**config.mk**
```make
export PLATFORM = sky130hd
export DESIGN_NAME = restoring_div_16b
export DESIGN_NICKNAME = d
export VERILOG_FILES = /design/src/rtl/restoring_div_pkg.sv /design/src/rtl/div_step.sv /design/src/rtl/restoring_div_16b.sv
export SDC_FILE = /design/constraint.sdc
export NUM_CORES = 1
export LEC_CHECK = 0
export CAP_MARGIN = 20
export CORE_ASPECT_RATIO = 0.75
export CORE_UTILIZATION = 50
export CTS_CLUSTER_SIZE = 14
export DETAILED_ROUTE_END_ITERATION = 16
export DONT_BUFFER_PORTS = 1
export HOLD_SLACK_MARGIN = 0.15
export SLEW_MARGIN = 25
export SYNTH_ARGS = -nofsm -noshare
export SYNTH_HDL_FRONTEND = slang
export SYNTH_SLANG_ARGS = --single-unit
export TNS_END_PERCENT = 20
```
**constraint.sdc**
```tcl
create_clock -name clk -period 2.97 [get_ports clk]
set_clock_uncertainty 0.2 [all_clocks]
set_input_delay 0.1485 -clock clk [delete_from_list [all_inputs] [get_ports clk]]
set_output_delay 0.1485 -clock clk [all_outputs]
set_load 0.02 [all_outputs]
```
**src/rtl/restoring_div_pkg.sv**
```systemverilog
// rtl/restoring_div_pkg.sv - shared FSM state type and default widths for the restoring divider
package restoring_div_pkg;

   localparam int DEF_DIVIDEND_W = 16;
   localparam int DEF_DIVISOR_W  = 8;

   typedef enum logic [1:0] {
      IDLE   = 2'd0,
      RUN    = 2'd1,
      FINISH = 2'd2
   } div_state_e;

endpackage

```
**src/rtl/div_step.sv**
```systemverilog
// rtl/div_step.sv - one restoring division step: trial subtract and quotient bit decision
module div_step #(
   parameter int DIVISOR_W = 8
) (
   input  logic [DIVISOR_W:0]   part_rem,
   input  logic [DIVISOR_W-1:0] divisor,
   output logic [DIVISOR_W-1:0] next_rem,
   output logic                 q_bit
);

   always_comb begin
      q_bit    = (part_rem >= {1'b0, divisor});
      // On a successful subtract the true difference is below the divisor, so the
      // modular DIVISOR_W-bit difference is exact.
      next_rem = q_bit ? (part_rem[DIVISOR_W-1:0] - divisor) : part_rem[DIVISOR_W-1:0];
   end

endmodule

```
**src/rtl/restoring_div_16b.sv**
```systemverilog
// rtl/restoring_div_16b.sv - sequential restoring divider, one quotient bit per cycle, MSB first
// Optional result self-check is enabled by defining RESTORING_DIV_SELFCHECK_EN.
module restoring_div_16b
   import restoring_div_pkg::*;
#(
   parameter int DIVIDEND_W = DEF_DIVIDEND_W,
   parameter int DIVISOR_W  = DEF_DIVISOR_W
) (
   input  logic                  clk,
   input  logic                  rst_n,
   input  logic                  start,
   input  logic [DIVIDEND_W-1:0] dividend,
   input  logic [DIVISOR_W-1:0]  divisor,
   output logic                  busy,
   output logic                  done,
   output logic [DIVIDEND_W-1:0] quotient,
   output logic [DIVISOR_W-1:0]  remainder,
   output logic                  div_by_zero,
   output logic                  chk_err
);

   localparam int CNT_W = (DIVIDEND_W > 1) ? $clog2(DIVIDEND_W) : 1;

   div_state_e            state_q, state_d;
   logic [CNT_W-1:0]      cnt_q, cnt_d;
   logic [DIVIDEND_W-1:0] dvd_q, dvd_d;
   logic [DIVISOR_W-1:0]  dsr_q, dsr_d;
   logic [DIVISOR_W-1:0]  rem_q, rem_d;
   logic [DIVIDEND_W-1:0] quotient_q, quotient_d;
   logic [DIVISOR_W-1:0]  remainder_q, remainder_d;
   logic                  dbz_q, dbz_d;
   logic                  done_q, done_d;

   logic [DIVISOR_W:0]    part_rem;
   logic [DIVISOR_W-1:0]  step_rem;
   logic                  step_q;

   // dvd_q shifts dividend bits out at the top and quotient bits in at the bottom.
   assign part_rem = {rem_q, dvd_q[DIVIDEND_W-1]};

   div_step #(
      .DIVISOR_W (DIVISOR_W)
   ) u_step (
      .part_rem (part_rem),
      .divisor  (dsr_q),
      .next_rem (step_rem),
      .q_bit    (step_q)
   );

   always_comb begin
      state_d     = state_q;
      cnt_d       = cnt_q;
      dvd_d       = dvd_q;
      dsr_d       = dsr_q;
      rem_d       = rem_q;
      quotient_d  = quotient_q;
      remainder_d = remainder_q;
      dbz_d       = dbz_q;
      done_d      = 1'b0;
      case (state_q)
         IDLE: begin
            if (start) begin
               dvd_d   = dividend;
               dsr_d   = divisor;
               rem_d   = '0;
               cnt_d   = CNT_W'(DIVIDEND_W - 1);
               state_d = (divisor == '0) ? FINISH : RUN;
            end
         end
         RUN: begin
            rem_d = step_rem;
            dvd_d = {dvd_q[DIVIDEND_W-2:0], step_q};
            if (cnt_q == '0) begin
               state_d = FINISH;
            end else begin
               cnt_d = cnt_q - CNT_W'(1);
            end
         end
         FINISH: begin
            done_d  = 1'b1;
            state_d = IDLE;
            if (dsr_q == '0) begin
               quotient_d  = '1;
               remainder_d = dvd_q[DIVISOR_W-1:0];
               dbz_d       = 1'b1;
            end else begin
               quotient_d  = dvd_q;
               remainder_d = rem_q;
               dbz_d       = 1'b0;
            end
         end
         default: state_d = IDLE;
      endcase
   end

   always_ff @(posedge clk or negedge rst_n) begin
      if (!rst_n) begin
         state_q     <= IDLE;
         cnt_q       <= '0;
         dvd_q       <= '0;
         dsr_q       <= '0;
         rem_q       <= '0;
         quotient_q  <= '0;
         remainder_q <= '0;
         dbz_q       <= 1'b0;
         done_q      <= 1'b0;
      end else begin
         state_q     <= state_d;
         cnt_q       <= cnt_d;
         dvd_q       <= dvd_d;
         dsr_q       <= dsr_d;
         rem_q       <= rem_d;
         quotient_q  <= quotient_d;
         remainder_q <= remainder_d;
         dbz_q       <= dbz_d;
         done_q      <= done_d;
      end
   end

   assign busy        = (state_q == RUN);
   assign done        = done_q;
   assign quotient    = quotient_q;
   assign remainder   = remainder_q;
   assign div_by_zero = dbz_q;

`ifdef RESTORING_DIV_SELFCHECK_EN
   localparam int PW = DIVIDEND_W + DIVISOR_W;

   logic [DIVIDEND_W-1:0] dvd_orig_q, dvd_orig_d;
   logic                  chk_err_q, chk_err_d;
   logic [PW-1:0]         recon;
   logic                  chk_fail;

   // In FINISH dvd_q already holds the quotient, so the original dividend is kept aside.
   always_comb begin
      recon      = PW'(dvd_q) * PW'(dsr_q) + PW'(rem_q);
      chk_fail   = (recon != PW'(dvd_orig_q)) || (rem_q >= dsr_q);
      dvd_orig_d = dvd_orig_q;
      chk_err_d  = chk_err_q;
      if ((state_q == IDLE) && start) begin
         dvd_orig_d = dividend;
      end
      if (state_q == FINISH) begin
         chk_err_d = (dsr_q == '0) ? 1'b0 : chk_fail;
      end
   end

   always_ff @(posedge clk or negedge rst_n) begin
      if (!rst_n) begin
         dvd_orig_q <= '0;
         chk_err_q  <= 1'b0;
      end else begin
         dvd_orig_q <= dvd_orig_d;
         chk_err_q  <= chk_err_d;
      end
   end

   assign chk_err = chk_err_q;
`else
   assign chk_err = 1'b0;
`endif

endmodule

```
==> run_results.csv <==
group,metric,value,unit
status,status,"finished clean",
placement,dp_hpwl,5340,µm
synth,synth-seq-cells,64,
clock_network,cts_post_setup_buffers_inserted,0,
critical_path,crit_required,3.00,ns
sta,setup_repair_after_global_routing_missed_its_margin,"false",
global_route,grt_pass1_vias,2569,
floorplan,die_area,0.00686,mm²
sta,relSlewSlack,0.466,
critical_path,path_class,"register to register",
global_route,grt-ovfl-total,0,
floorplan,fp.dieH,72.0,µm
drt,antenna_left,0,
global_route,grt.total_usage,0.267,
power_and_ir_drop,power.density,1210,mW/mm²
clock_network,clk_pin_slew,0.07,ns
critical_path,r2r_setup_slack,0.45,ns
sta,timing.fmax,398,MHz
synth,yosys.cell_types.count,50,
sta,period_needed,2.52,ns
synth,ys_seq_area_frac,0.491,
clock_network,htree_levels,3,
clock_network,clkLatencyLatePin,0.34,ns
global_route,grt_start_max_net_pins,65,
sta,tightestPinTransition,0.799,ns
floorplan,coreArea,0.00632,mm²
flow_run,drv_cap,0,
global_route,global_route_wire_length_before_repair,13600,µm
placement,finalWeightedCongestion,0.903,
drt,drt_pass1_iterations,4,
critical_path,highest_cell_delay_on_the_worst_timing_path,0.41,ns
critical_path,critPathBufInv,1,
layout,fraction_of_final_layout_cells_sized_beyond_drive_strength_1,0.0885,
synth,synth-main-ff-cell,"sky130_fd_sc_hd__dfrtp_1",
placement,port_buffers,0,
sta,slew_viol_final,0,
sta,final-setup-viol-count,0,
layout,final_stage_net_count,405,
clock_network,tritoncts,"done",
critical_path,element_type_at_the_critical_path_start,"register",
clock_network,numClockSinks,64,
layout,area.growth.synth_to_final,20.8,%
layout,multi_input_comb_area,0.00150,mm²
drt,num_vias,2686,
synth,synth_edf_count,0,
drt,detail_route.wirelength,8240,µm
critical_path,endpoint_kind,"register",
critical_path,crit-reg2reg-launch,"dvd_q[15]$_DFFE_PN0P_",
sta,min_period_over_period,0.847,
synth,post_synth.cell_area_avg,9.92,µm²
layout,fillers,529,
clock_network,cts-root-to-sink-buffers,2,
drt,drt-wirelength-per-cell,18.1,µm
sta,finalHoldViolCount,0,
synth,synthesis.instances,329,
sta,final.setup.tns,0,ns
placement,dp.cells,397,
drt,number_of_drc_markers_after_the_initial_detailed_route_iteration,178,
synth,synth_area,0.00326,mm²
synth,synth-warning-count,0,
global_route,antenna_found_initial,0,
critical_path,crit_path_top_delay_cell,"sky130_fd_sc_hd__dfrtp_1",
layout,final_cell_count_no_fill,454,
floorplan,row_count,25,
critical_path,crit_family,"compound AO/OA/AOI/OAI gates",
layout,insertedDiodeCount,0,
critical_path,crit_path_cell_trace,"inv_1 -> ha_1 -> fa_1 -> nand2b_1 -> a21oi_1 -> mux2i_1 -> a221oi_1 -> a311o_1",
layout,register_area,0.00160,mm²
floorplan,die_outline_width,95.3,µm
clock_network,clk_root_buffer_cell,"sky130_fd_sc_hd__clkbuf_8",
clock_network,cts_resizes,0,
clock_network,cts_made_buffers,9,
critical_path,critPathLaunch,"dvd_q[15]$_DFFE_PN0P_",
power_and_ir_drop,ir_worst_vdd,0.550,mV
drt,drcViolationCount,0,
drt,route.detailed.vias_per_inst,5.92,
synth,async_reset_ff_frac,1.00,
floorplan,floorplan.initialDensity,0.517,
critical_path,critical_path.max_fanout,3,
worst_hold_path,timing.hold.worst.class,"input pin to asynchronous set/reset pin",
floorplan,io_pins,55,
power_and_ir_drop,power.leakage,0.00169,µW
critical_path,worst_ep_arrival_time,2.54,ns
synth,post_synthesis_net_count,366,
[cell usage after synthesis (all sizes together), types with 2 or more instances]
| library cell | instances | area [µm²] |
|---|---|---|
| nor2b | 20 | 125 |
| a21oi | 28 | 148 |
| dfrtp | 64 | 1600 |
| o22a | 16 | 140 |
| nor4 | 4 | 25.0 |
| buf | 10 | 63.8 |
| a22oi | 15 | 113 |
| a2111oi | 2 | 17.5 |
| nand2 | 26 | 97.6 |
| o311ai | 4 | 35.0 |
| a311o | 2 | 20.0 |
| clkbuf | 11 | 41.3 |
| xnor2 | 2 | 17.5 |
| o21ai | 35 | 175 |
| a31oi | 2 | 12.5 |
| o21bai | 2 | 15.0 |
| a221oi | 2 | 17.5 |
| inv | 14 | 52.6 |
| nor2 | 9 | 36.3 |
| ha | 9 | 113 |
| mux2i | 10 | 100 |
| nand2b | 5 | 31.3 |
| o211ai | 2 | 15.0 |
| nor3 | 8 | 45.0 |
| and2 | 2 | 12.5 |
| nand4 | 6 | 37.5 |
| and3 | 2 | 12.5 |
| clkinv | 2 | 7.51 |
[metrics by stage]
stage / area, µm² / hold slack, ns / setup WS, ns / total power [µW] / util
after floorplan: 3260 / -0.347 / 0.799 / 3420 / -
after global placement: 3320 / -0.346 / 0.438 / 3850 / 0.526
after detailed placement: 3320 / -0.346 / 0.497 / 3880 / 0.526
after CTS: 3940 / 0.182 / 0.472 / 4770 / 0.624
after global routing: 3940 / 0.203 / 0.355 / 5140 / 0.624
final: 3940 / 0.174 / 0.455 / 4780 / 0.624
[report_power, final]
group	total (µW)	switching, µW	leakage (µW)	internal (µW)
logic	2170	1200	0.000813	975
clock network	741	355	0.0000916	387
registers	1860	576	0.000782	1290
[cells in the final DEF (no fill, tap or decap), types with 2 or more instances in the layout]
cell,instances
sky130_fd_sc_hd__a22oi_1,15
sky130_fd_sc_hd__clkbuf_8,9
sky130_fd_sc_hd__dfrtp_1,64
sky130_fd_sc_hd__o22a_1,16
sky130_fd_sc_hd__buf_4,8
sky130_fd_sc_hd__nor2_1,8
sky130_fd_sc_hd__a221oi_1,2
sky130_fd_sc_hd__a31oi_1,2
sky130_fd_sc_hd__a2111oi_0,2
sky130_fd_sc_hd__clkinv_2,2
sky130_fd_sc_hd__xnor2_1,2
sky130_fd_sc_hd__mux2i_1,10
sky130_fd_sc_hd__a21oi_2,2
sky130_fd_sc_hd__o21ai_0,34
sky130_fd_sc_hd__nand2_1,26
sky130_fd_sc_hd__and2_1,2
sky130_fd_sc_hd__clkinvlp_4,3
sky130_fd_sc_hd__nor4_1,4
sky130_fd_sc_hd__nor2b_1,20
sky130_fd_sc_hd__o211ai_1,2
sky130_fd_sc_hd__o311ai_1,2
sky130_fd_sc_hd__nor3_1,7
sky130_fd_sc_hd__a21oi_1,26
sky130_fd_sc_hd__a311o_1,2
sky130_fd_sc_hd__and3_1,2
sky130_fd_sc_hd__o21bai_1,2
sky130_fd_sc_hd__nand2b_1,5
sky130_fd_sc_hd__ha_1,9
sky130_fd_sc_hd__inv_1,14
sky130_fd_sc_hd__o311ai_0,2
sky130_fd_sc_hd__clkinv_1,2
sky130_fd_sc_hd__nand4_1,6
sky130_fd_sc_hd__dlygate4sd3_1,40
[sequential cells by signal (all words and copies together) (netlist names)]
name and cells:
div_by_zero 1, dsr_q 8, done 1, quotient 16
rem_q 8, dvd_q 16, remainder 8, cnt_q 4
state_q 2
[final cells by class]
class | count | share of cell area
Clock buffer | 9 | 0.0314
Tap cell | 81 | 0.0257
Inverter | 16 | 0.0152
Clock inverter | 7 | 0.0181
Sequential cell | 64 | 0.406
Multi-Input combinational cell | 228 | 0.380
Timing Repair Buffer | 49 | 0.124
[what timing repair did]
| item | 4_1_cts | 5_1_grt |
|---|---|---|
| hold endpoints to repair | 93 | 0 |
| hold buffers | 41 | 0 |
| endpoints found under the setup margin | 0 | 0 |
[worst paths after layout]
| check | cells after the start | endpoint |
|---|---|---|
| min in group clk | 4 | dsr_q[3]$_DFFE_PN0P_ |
| max in group asynchronous | 2 | dsr_q[6]$_DFFE_PN0P_ |
| max | 8 | rem_q[6]$_DFFE_PN0P_ |
| max reg2reg | 8 | rem_q[6]$_DFFE_PN0P_ |
| min | 2 | rem_q[3]$_DFFE_PN0P_ |
| min reg2reg | 1 | cnt_q[0]$_DFFE_PN0P_ |
[cell families (layout without fill, tap and decap cells)]
| logic type | Yosys count | in the layout | share of synthesized area |
|---|---|---|---|
| buffers and inverters | 37 | 81 | 0.0506 |
| adders and majority gates | 10 | 10 | 0.0406 |
| DFF | 64 | 64 | 0.491 |
| other | 1 | 1 | 0.00115 |
| and+or+nand+nor | 87 | 87 | 0.140 |
| xor gates and xnor gates | 2 | 2 | 0.00537 |
| muxes | 11 | 11 | 0.0341 |
| AOI/OAI and AO/OA | 117 | 117 | 0.237 |
[routing by layer]
layer  routed length, µm  GRT usage  up-vias
met5                   0          0        -
met4                 128     0.0892        0
met3                 559     0.0734       12
met2                3430      0.364       87
met1                4120      0.405     1307
li1                    -          -     1280
No activity file was read; power rests on OpenSTA's default activity.
